[src/rtl/wr_data_packer.sv]
// wr_data_packer: packs IN_WIDTH words into OUT_WIDTH beats for the DDR write FIFO.
// Latency: the word that completes a beat shows up on out_valid one edge after it is accepted.
// Backpressure: holds one beat in the output register and one in the accumulator, then drops in_ready.
//
// Ports:
//   clk, rst          single clock, synchronous active-high reset
//   in_data/valid/last/ready     narrow word stream (valid/ready)
//   out_data/be/last/valid/ready wide beat stream; out_be flags lanes carrying real data
//   beat_cnt, frame_cnt          handshake counters, present only when PACKER_BEAT_CNT_EN is defined
module wr_data_packer #(
   parameter int IN_WIDTH  = 16,
   parameter int OUT_WIDTH = 128,
   localparam int RATIO    = OUT_WIDTH / IN_WIDTH
) (
   input  logic                 clk,
   input  logic                 rst,
   input  logic [IN_WIDTH-1:0]  in_data,
   input  logic                 in_valid,
   input  logic                 in_last,
   output logic                 in_ready,
   output logic [OUT_WIDTH-1:0] out_data,
   output logic [RATIO-1:0]     out_be,
   output logic                 out_last,
   output logic                 out_valid,
`ifdef PACKER_BEAT_CNT_EN
   output logic [31:0]          beat_cnt,
   output logic [15:0]          frame_cnt,
`endif
   input  logic                 out_ready
);

   localparam int CW = (RATIO > 1) ? $clog2(RATIO) : 1;
   localparam logic [CW-1:0] LAST_LANE = CW'(RATIO - 1);

   // accumulator stage
   logic [OUT_WIDTH-1:0] r_acc_data;
   logic [RATIO-1:0]     r_acc_be;
   logic [CW-1:0]        r_cnt;
   logic                 r_acc_last;
   logic                 r_acc_done;

   // output stage
   logic [OUT_WIDTH-1:0] r_out_data;
   logic [RATIO-1:0]     r_out_be;
   logic                 r_out_last;
   logic                 r_out_valid;

   logic                 w_move;
   logic                 w_in_ready;
   logic                 w_accept;
   logic [OUT_WIDTH-1:0] w_acc_data_nxt;
   logic [RATIO-1:0]     w_acc_be_nxt;
   logic [CW-1:0]        w_cnt_nxt;
   logic                 w_acc_last_nxt;
   logic                 w_acc_done_nxt;

   always_comb begin
      // A finished accumulator may advance whenever the output slot is empty or being drained.
      w_move     = r_acc_done && (!r_out_valid || out_ready);
      // Accepting is safe whenever the accumulator is still filling or is about to be vacated.
      w_in_ready = !rst && (!r_acc_done || !r_out_valid || out_ready);
      w_accept   = in_valid && w_in_ready;

      // Start from the cleared accumulator on a move so a same-cycle word lands in lane 0.
      w_acc_data_nxt = w_move ? '0 : r_acc_data;
      w_acc_be_nxt   = w_move ? '0 : r_acc_be;
      w_acc_last_nxt = w_move ? 1'b0 : r_acc_last;
      w_acc_done_nxt = w_move ? 1'b0 : r_acc_done;
      w_cnt_nxt      = r_cnt;

      if (w_accept) begin
         w_acc_data_nxt[int'(r_cnt)*IN_WIDTH +: IN_WIDTH] = in_data;
         w_acc_be_nxt[r_cnt] = 1'b1;
         if (r_cnt == LAST_LANE || in_last) begin
            w_acc_done_nxt = 1'b1;
            w_acc_last_nxt = in_last;
            w_cnt_nxt      = '0;
         end else begin
            w_cnt_nxt = r_cnt + 1'b1;
         end
      end
   end

   always_ff @(posedge clk) begin
      if (rst) begin
         r_acc_data <= '0;
         r_acc_be   <= '0;
         r_cnt      <= '0;
         r_acc_last <= 1'b0;
         r_acc_done <= 1'b0;
      end else begin
         r_acc_data <= w_acc_data_nxt;
         r_acc_be   <= w_acc_be_nxt;
         r_cnt      <= w_cnt_nxt;
         r_acc_last <= w_acc_last_nxt;
         r_acc_done <= w_acc_done_nxt;
      end
   end

   always_ff @(posedge clk) begin
      if (rst) begin
         r_out_data  <= '0;
         r_out_be    <= '0;
         r_out_last  <= 1'b0;
         r_out_valid <= 1'b0;
      end else if (w_move) begin
         r_out_data  <= r_acc_data;
         r_out_be    <= r_acc_be;
         r_out_last  <= r_acc_last;
         r_out_valid <= 1'b1;
      end else if (out_ready) begin
         r_out_valid <= 1'b0;
      end
   end

`ifdef PACKER_BEAT_CNT_EN
   logic        w_hs;
   logic [31:0] r_beat_cnt;
   logic [15:0] r_frame_cnt;

   assign w_hs = r_out_valid && out_ready;

   // Both counters wrap naturally at their width.
   always_ff @(posedge clk) begin
      if (rst) begin
         r_beat_cnt  <= '0;
         r_frame_cnt <= '0;
      end else if (w_hs) begin
         r_beat_cnt <= r_beat_cnt + 32'd1;
         if (r_out_last) begin
            r_frame_cnt <= r_frame_cnt + 16'd1;
         end
      end
   end

   assign beat_cnt  = r_beat_cnt;
   assign frame_cnt = r_frame_cnt;
`endif

   assign in_ready  = w_in_ready;
   assign out_data  = r_out_data;
   assign out_be    = r_out_be;
   assign out_last  = r_out_last;
   assign out_valid = r_out_valid;

endmodule
[config.mk]
export PLATFORM = sky130hd
export DESIGN_NAME = wr_data_packer
export DESIGN_NICKNAME = d
export VERILOG_FILES = /design/src/rtl/wr_data_packer.sv
export SDC_FILE = /design/constraint.sdc
export NUM_CORES = 1
export LEC_CHECK = 0
export BUFFER_PORTS_ARGS = -buffer_cell sky130_fd_sc_hd__buf_2
export CORE_ASPECT_RATIO = 1.75
export CORE_MARGIN = 2
export CORE_UTILIZATION = 50
export CTS_BUF_LIST = sky130_fd_sc_hd__clkbuf_16
export DETAILED_ROUTE_END_ITERATION = 12
export PLACE_DENSITY = 0.82
export SLEW_MARGIN = 10
export SYNTH_ARGS = -nofsm -noshare
export SYNTH_HDL_FRONTEND = slang
export SYNTH_SLANG_ARGS = --single-unit
export TNS_END_PERCENT = 20
[constraint.sdc]
create_clock -name clk -period 4.4 [get_ports clk]
set_input_delay 0.88 -clock clk [delete_from_list [all_inputs] [get_ports clk]]
set_output_delay 0.88 -clock clk [all_outputs]
set_load 0.1 [all_outputs]
==> out/metrics.cfg <==
[yosys]
synth_top_area_cell=dfxtp_1
async_reset_ff_share_pct=0
mappedNetlistArea_um2=9640
ys_top_cells_by_area=dfxtp_1, nand2_1, a21oi_1
syn_avg_cell_area_um2=8.65
synthDistinctLibCells=31
synth_top_area_share_pct=58.0
ys_ff_latch=279
synthCells=1114
syn_nets=1140
yosys-top-cells-count=nand2_1, dfxtp_1, a21oi_1
yosysWarnings=0
ys.flop_type=dfxtp_1
yosysSeqAreaShare_pct=58.0
yosysMostFrequentCell=nand2_1
synth_edf_count=0

[global_routing]
grt_pass1_wl_um=38400
grt_pass1_vias=7374
grt_start_max_net_pins=133
antenna_found_initial=1
grt_overflow_total=0
grtUsageTotal_pct=24.0

[critical_path]
reg2reg_slack_ps=1390
critPathLaunchType=flop
cp_data_required_time_ps=4720
startpoint=r_cnt[1]
endpoint_kind=flop
r2r_start=r_cnt[1]
worstPathMaxFanout=32
reg2reg_depth=7
reg2reg_to=r_acc_data[64]
arrival_ps=3330
criticalPathCategory=reg2reg

[cts]
insertion_delay_ps=500
cts_tree=yes
post_cts_buffers=0
hold_buffers=0
cts_made_buffers=23
path_clk_slew_ps=70
root_buffer=clkbuf_16
clockBufferDepth=3
ctsResizeCount=0
h-tree-depth=1
clock_sinks=279

[layout]
nets=1247
finalNonFillerCells=1474
drive_gt1_share_pct=16.5
final_core_util_pct=58.4
final_area_um2=11100
syn_to_final_growth_pct=15.3
antenna_cells=0

[floorplan]
die-area_um2=20400
core_area_um2=19000
ios=160
initial_utilization_pct=50.6
die_h_um=188
row_count=67
die_w_um=109

[route]
firstDrtPassIters=5
vias=8015
drt-total-wl_um=24700
wire_per_inst_um=16.8
drtIter0Drc=459
ant_nets=0
drc=0
vias_per_cell=5.44

[place]
io_buffers=159
dp_hpwl_um=15500
dp.cells=1437
gp_congestion=0.840
placed_area_um2=10400

[sta]
finalSetupTns_ps=0
slew_violations=0
period_share_pct=68.4
grt_setup_unrepaired=no
hold_violations=0
worstMarginPinSlew_ps=1130
fmax_mhz=332
skew_ps=4.04
layout_min_cycle_time_ps=3010
finalSetupViolations=0
max_slew_margin_pct=24.5

[pwr]
power_density_nw_per_um2=415
total_power_mw=4.61
p_leak_nw=4.47
vdd_ir_drop_max_v=0.000290

[worst_hold_path]
hp-start=out_data[42]
min_to=out_data[42]
hp-class=reg2reg
min_delay_path_depth=2

[outcome]
status=finished clean

[job]
maxCapViolCount=0

metal layers:
| layer | vias up | share of wire (%) | track usage, % |
|---|---|---|---|
| met5 | - | 0.028 | 0 |
| met4 | 2 | 4.3 | 10.7 |
| met3 | 64 | 5.1 | 2.92 |
| met2 | 251 | 50 | 39.9 |
| met1 | 3772 | 41 | 30.7 |
| li1 | 3926 | - | - |
state kept, by name, summed over array words and instances (netlist names):
signal / count
r_cnt: 3
r_acc_done: 1
out_last: 1
out_data: 128
out_valid: 1
r_acc_last: 1
r_acc_data: 128
out_be: 8
r_acc_be: 8
power by group:
group	internal (mW)	switching, mW
Clock	1.00	0.869
Combinational	0.0334	0.165
Sequential	2.54	0.00856
Total	3.57	1.04
cell usage in the layout, fill, tap and decap left out, types with 3 or more instances in the layout:
cell type	count
nand2_1	309
dfxtp_1	279
buf_2	158
a21oi_1	141
nand3_1	100
o21ai_0	87
mux2i_1	32
clkbuf_16	23
nand2b_1	17
nor2_1	11
o21ai_1	10
inv_1	7
buf_4	7
clkinv_1	6
ha_1	5
nor2b_1	4
nand4_1	4
clkinv_2	4
nor3b_1	3
or2_2	3
a22o_1	3
a22oi_1	3
worst max-delay path, stage by stage, from the launching register on:
cell and delay, ps:
dfxtp_1 470, inv_1 90, ha_1 220, ha_1 330, nor3b_1 300, nand4_1 900, nand3_1 360, o21ai_0 160
kinds of logic after synthesis:
| group | count (synthesis) | share of synthesized area, % |
|---|---|---|
| AO/OA/AOI/OAI | 249 | 13.3 |
| adder cells (fa/ha/maj) | 5 | 0.649 |
| buffers and inverters | 88 | 4.04 |
| flip-flops | 279 | 58.0 |
| multiplexers | 32 | 3.32 |
| AND/OR/NAND/NOR | 461 | 20.7 |
cell type report:
| cell class | instances | area [um2] |
|---|---|---|
| clock buffer | 23 | 576 |
| clock inverter | 14 | 83.8 |
| fill | 1699 | 7920 |
| inverter | 4 | 15.0 |
| multi-input combinational | 747 | 3680 |
| sequential | 279 | 5590 |
| tap | 241 | 302 |
| timing repair buffer | 166 | 863 |
per-stage QoR:
stage	hold WS [ps]	setup slack (ps)
2_1_floorplan	431	954
3_3_place_gp	437	1390
3_5_place_dp	445	1260
4_1_cts	454	1440
5_1_grt	467	1050
6_report	448	1390
worst max-delay path by stage:
stage,depth (start not counted),end
final,7,r_acc_data[64]
after global routing,7,r_acc_data[64]
after CTS,7,r_acc_data[89]
after detailed placement,5,r_acc_data[64]
after global placement,5,r_acc_data[90]
after floorplan,3,in_ready
Power figures use the tool's default switching activity.
